===== config.mk =====
export PLATFORM = sky130hd
export DESIGN_NAME = ifid_buffer
export DESIGN_NICKNAME = d
export VERILOG_FILES = /design/src/rtl/cpu_types_pkg.sv /design/src/rtl/ifid_buffer.sv
export SDC_FILE = /design/constraint.sdc
export NUM_CORES = 1
export LEC_CHECK = 0
export BUFFER_PORTS_ARGS = -buffer_cell sky130_fd_sc_hd__buf_4
export CORE_MARGIN = 8
export CORE_UTILIZATION = 35
export DETAILED_ROUTE_END_ITERATION = 6
export PLACE_DENSITY_LB_ADDON = 0.15
export SYNTH_ARGS = -nofsm -noshare
export SYNTH_HDL_FRONTEND = slang
export SYNTH_SLANG_ARGS = --single-unit

===== constraint.sdc =====
create_clock -name CLK -period 1.95 [get_ports CLK]
set_input_delay 0 -clock CLK [delete_from_list [all_inputs] [get_ports CLK]]
set_output_delay 0 -clock CLK [all_outputs]
set_load 0.02 [all_outputs]

===== src/rtl/cpu_types_pkg.sv =====
// Shared CPU datapath types: machine word, opcode field, HALT/NOP encodings,
// and the fetch/decode buffer entry.
package cpu_types_pkg;

  localparam int WORD_W   = 32;
  localparam int OPCODE_W = 6;

  typedef logic [WORD_W-1:0]   word_t;
  typedef logic [OPCODE_W-1:0] opcode_t;

  localparam opcode_t HALT     = 6'b111111;
  localparam word_t   NOP_WORD = 32'h0000_0000;

  typedef struct packed {
    word_t instr;
    word_t npc;
  } ifid_entry_t;

  function automatic logic is_halt(input word_t w);
    return w[WORD_W-1 -: OPCODE_W] == HALT;
  endfunction

endpackage


===== src/rtl/ifid_buffer.sv =====
// Fetch-to-decode 2-entry in-order queue; captures accepted fetches, throttles the PC,
// absorbs decode stalls, drops wrong-path work on flush and stops fetch after HALT.
module ifid_buffer
  import cpu_types_pkg::*;
#(
  parameter int    DEPTH = 2,
  parameter word_t NOP   = NOP_WORD
) (
  input  logic  CLK,
  input  logic  nRST,
  input  logic  ihit,
  input  word_t imemload,
  input  word_t nPC,
  input  logic  stall,
  input  logic  flush,
  output logic  imemREN,
  output logic  pc_en,
  output word_t instr_out,
  output word_t npc_out,
  output logic  valid_out,
  output logic  halted
);

  // Pointers are a single bit, so only DEPTH == 2 is meaningful.
  ifid_entry_t entry_q [DEPTH];
  logic [1:0]  count;
  logic        head;
  logic        tail;

  logic full;
  logic accept;
  logic pop;

  // Accept looks only at registered occupancy so stall never reaches pc_en.
  assign full      = (count == 2'd2);
  assign accept    = ihit & ~full & ~halted & ~flush;
  assign valid_out = (count != 2'd0);
  assign pop       = valid_out & ~stall;

  assign pc_en     = accept;
  assign imemREN   = ~full & ~halted;
  assign instr_out = valid_out ? entry_q[head].instr : NOP;
  assign npc_out   = valid_out ? entry_q[head].npc   : '0;

  always_ff @(posedge CLK or negedge nRST) begin
    if (!nRST) begin
      count <= 2'd0;
      head  <= 1'b0;
      tail  <= 1'b0;
    end else if (flush) begin
      count <= 2'd0;
      head  <= 1'b0;
      tail  <= 1'b0;
    end else begin
      if (accept) tail <= ~tail;
      if (pop)    head <= ~head;
      case ({accept, pop})
        2'b10:   count <= count + 2'd1;
        2'b01:   count <= count - 2'd1;
        default: count <= count;
      endcase
    end
  end

  always_ff @(posedge CLK or negedge nRST) begin
    if (!nRST) begin
      for (int i = 0; i < DEPTH; i++) entry_q[i] <= '0;
    end else if (accept) begin
      entry_q[tail] <= '{instr: imemload, npc: nPC};
    end
  end

  always_ff @(posedge CLK or negedge nRST) begin
    if (!nRST) begin
      halted <= 1'b0;
    end else if (flush) begin
      halted <= 1'b0;
    end else if (accept && is_halt(imemload)) begin
      halted <= 1'b1;
    end
  end

endmodule


==> results.sh <==
export IMPL_place_area_um2=7430
export IMPL_synth_seq_cells=133
export IMPL_dr_total_vias=4247
export IMPL_grt_usage_pct=14.7
export IMPL_clk_latency_ps=410
export IMPL_yosys_warnings=0
export IMPL_critical_path_class="in2reg"
export IMPL_wl_per_cell_um=16.6
export IMPL_synth_edf_count=0
export IMPL_ios=137
export IMPL_initial_core_util_pct=35.9
export IMPL_grt_remaining_overflow=0
export IMPL_syn_avg_cell_area_um2=13.3
export IMPL_io_buffers=136
export IMPL_cts_clk_slew_worst_paths_ps=50
export IMPL_power_density_nw_per_um2=1020
export IMPL_tightest_slew_ps=560
export IMPL_drtPass1Iterations=4
export IMPL_muxShareOfSynthArea_pct=34.9
export IMPL_cp_max_fo=31
export IMPL_synth_distinct_cells=25
export IMPL_finalMaxSlewViolations=0
export IMPL_skew_ps=6.16
export IMPL_cts_max_level=4
export IMPL_synthTopCellsByCount="dfrtp_1 (133), mux2_2 (75), nor2_1 (66)"
export IMPL_syn_cell_area_um2=5970
export IMPL_syn_nets=517
export IMPL_p_leak_nw=3.85
export IMPL_fp_dieW_um=147
export IMPL_critPathCaptureType="register"
export IMPL_relSlewSlack_pct=62.7
export IMPL_reg2reg_to="entry_q[29]"
export IMPL_place_congestion=0.722
export IMPL_period_needed_ps=1840
export IMPL_maxCapViolCount=0
export IMPL_finalCritPeriodShare_pct=94.2
export IMPL_m1WireLength_um=6450
export IMPL_worst_ep_required_time_ps=2240
export IMPL_critPathLaunchType="input port"
export IMPL_drc=0
export IMPL_synth_cells=448
export IMPL_min_delay_path_class="in2async"
export IMPL_synth_compound_area_share_pct=1.01
export IMPL_synthSimpleGateAreaFrac_pct=6.12
export IMPL_drt_iter0_drc=119
export IMPL_grt_pass1_wl_um=25200
export IMPL_synth_fa_ha_area_share_pct=0
export IMPL_ys_seq_area_share_pct=55.8
export IMPL_reg2reg_slack_ps=150
export IMPL_timing_rr_start="count[0]"
export IMPL_fp_dieH_um=147
export IMPL_fin_tns_setup_ps=0
export IMPL_critPathArrivalTime_ps=2130
export IMPL_finalSetupViolCount=0
export IMPL_hold_viol_final=0
export IMPL_grt_max_degree=57
export IMPL_drive_gt1_share_pct=39.6
export IMPL_synth_area_leaders="dfrtp_1 (56%), mux2_2 (14%), mux2i_1 (11%)"
export IMPL_fin_area_um2=8750
export IMPL_cts_sinks=133
export IMPL_hpwlAfterDp_um=10200
export IMPL_cts_tree="yes"
export IMPL_yosys_area_top_type="dfrtp_1"
export IMPL_grt_pass1_vias=4870
export IMPL_cts_buffers_inserted=17
export IMPL_wl_um=14900
export IMPL_antenna_found_initial=1
export IMPL_synthArstFlopShare_pct=100
export IMPL_area_growth_pct=46.6
export IMPL_avgViaCountPerCell=4.73
export IMPL_netlist_area_leader_share_pct=55.8
export IMPL_clockBufferDepth=2
export IMPL_vdd_drop_max_v=0.000569
export IMPL_post_synth_top_count_cell="dfrtp_1"
export IMPL_status="complete, no violations"
export IMPL_routed_top_layer="met4"
export IMPL_fin_nets=733
export IMPL_synth_main_ff_cell="dfrtp_1"
export IMPL_hold_ws_ps=124
export IMPL_core_um2=16600
export IMPL_synth_top_family_by_area="multiplexers"
export IMPL_synth_xor_area_share_pct=0
export IMPL_antenna_left=0
export IMPL_dieArea_um2=21500
export IMPL_reg2regPathDepth=5
export IMPL_clock_root_buffer="clkbuf_16"
export IMPL_met2_wirelength_um=7550
export IMPL_final_util_pct=52.6
export IMPL_wl_met3_um=612
export IMPL_maxClockFrequency_ghz=0.544
export IMPL_grt_setup_unrepaired="false"
export IMPL_num_rows=47
[through the flow]
step                setup slack (ps)  std cells  power (mW)
finish                           112        898        8.94
global route                    18.9        898        9.45
CTS                             92.2        897        9.10
detailed placement               111        796        5.71
global placement                 133        796        5.61
floorplan                       79.3        448        4.92
[flip-flops by register name, indices dropped and copies added (netlist names)]
name	cells
halted	1
tail	1
head	1
count	2
entry_q	128
[power by group]
part	switching, mW	internal, mW	leakage [nW]	total (mW)
Combinational	0.873	1.10	1.96	1.97
Clock	1.13	2.08	0.298	3.20
Sequential	0.334	3.43	1.59	3.77
Total	2.33	6.61	3.85	8.94
[cells in the final DEF, fill, tap and decap left out, drive strengths merged]
master and instances:
nor4 1, a21oi 3, dlygate4sd3 68, o21ai 3
o41ai 1, a31oi 1, mux2i 64, nor4b 1
nor2 66, or3 2, mux2 128, nor3 1
nor4bb 1, bufinv 2, inv 1, nand2 3
diode 1, nand2b 3, buf 158, nand4 1
o21bai 1, clkbuf 24, nor2b 3, a21o 1
nand3 1, clkinv 4, dfrtp 133, clkinvlp 2
[worst max path at each step]
stage               cells past startpoint           end  slack, ps     start
finish                                  6   entry_q[72]        110     flush
global route                            6   entry_q[72]         20     flush
global placement                        5    entry_q[8]        130  count[0]
detailed placement                      5   entry_q[18]        110  count[0]
CTS                                     5   entry_q[19]         90  count[0]
floorplan                               4  entry_q[100]         80    halted
[layer usage]
metal | track usage [%] | vias up
met5 | 0 | -
met4 | 6.34 | 0
met1 | 17.3 | 2140
li1 | - | 2000
met2 | 24.7 | 84
met3 | 4.23 | 23
[critical path: stages]
cell,delay [ps]
dlygate4sd3_1,550
buf_4,160
nand2b_1,240
nor4_4,510
buf_12,300
mux2_1,360
[timing repair]
item                                    in CTS  in global routing
resized for setup                            0                  1
endpoints found under the hold margin      225                  0
buffers inserted                             1                  0
endpoints found under the setup margin      33                 10
hold buffers                                68                  0
[area by class of cell]
class | instances | area [um^2]
multi-input cells | 285 | 2520
clock buffers | 24 | 512
repair buffers | 226 | 2010
fillers | 1425 | 7890
clock inverters | 8 | 95.1
diodes | 1 | 2.50
flip-flops and latches | 133 | 3330
well taps | 220 | 275
inverters | 1 | 3.75
[cells by family after synthesis]
| family | Yosys count |
|---|---|
| mux | 192 |
| flops | 133 |
| simple gates | 83 |
| buf+inv | 30 |
| compound gates | 10 |
No activity file was read; power rests on OpenSTA's default activity.
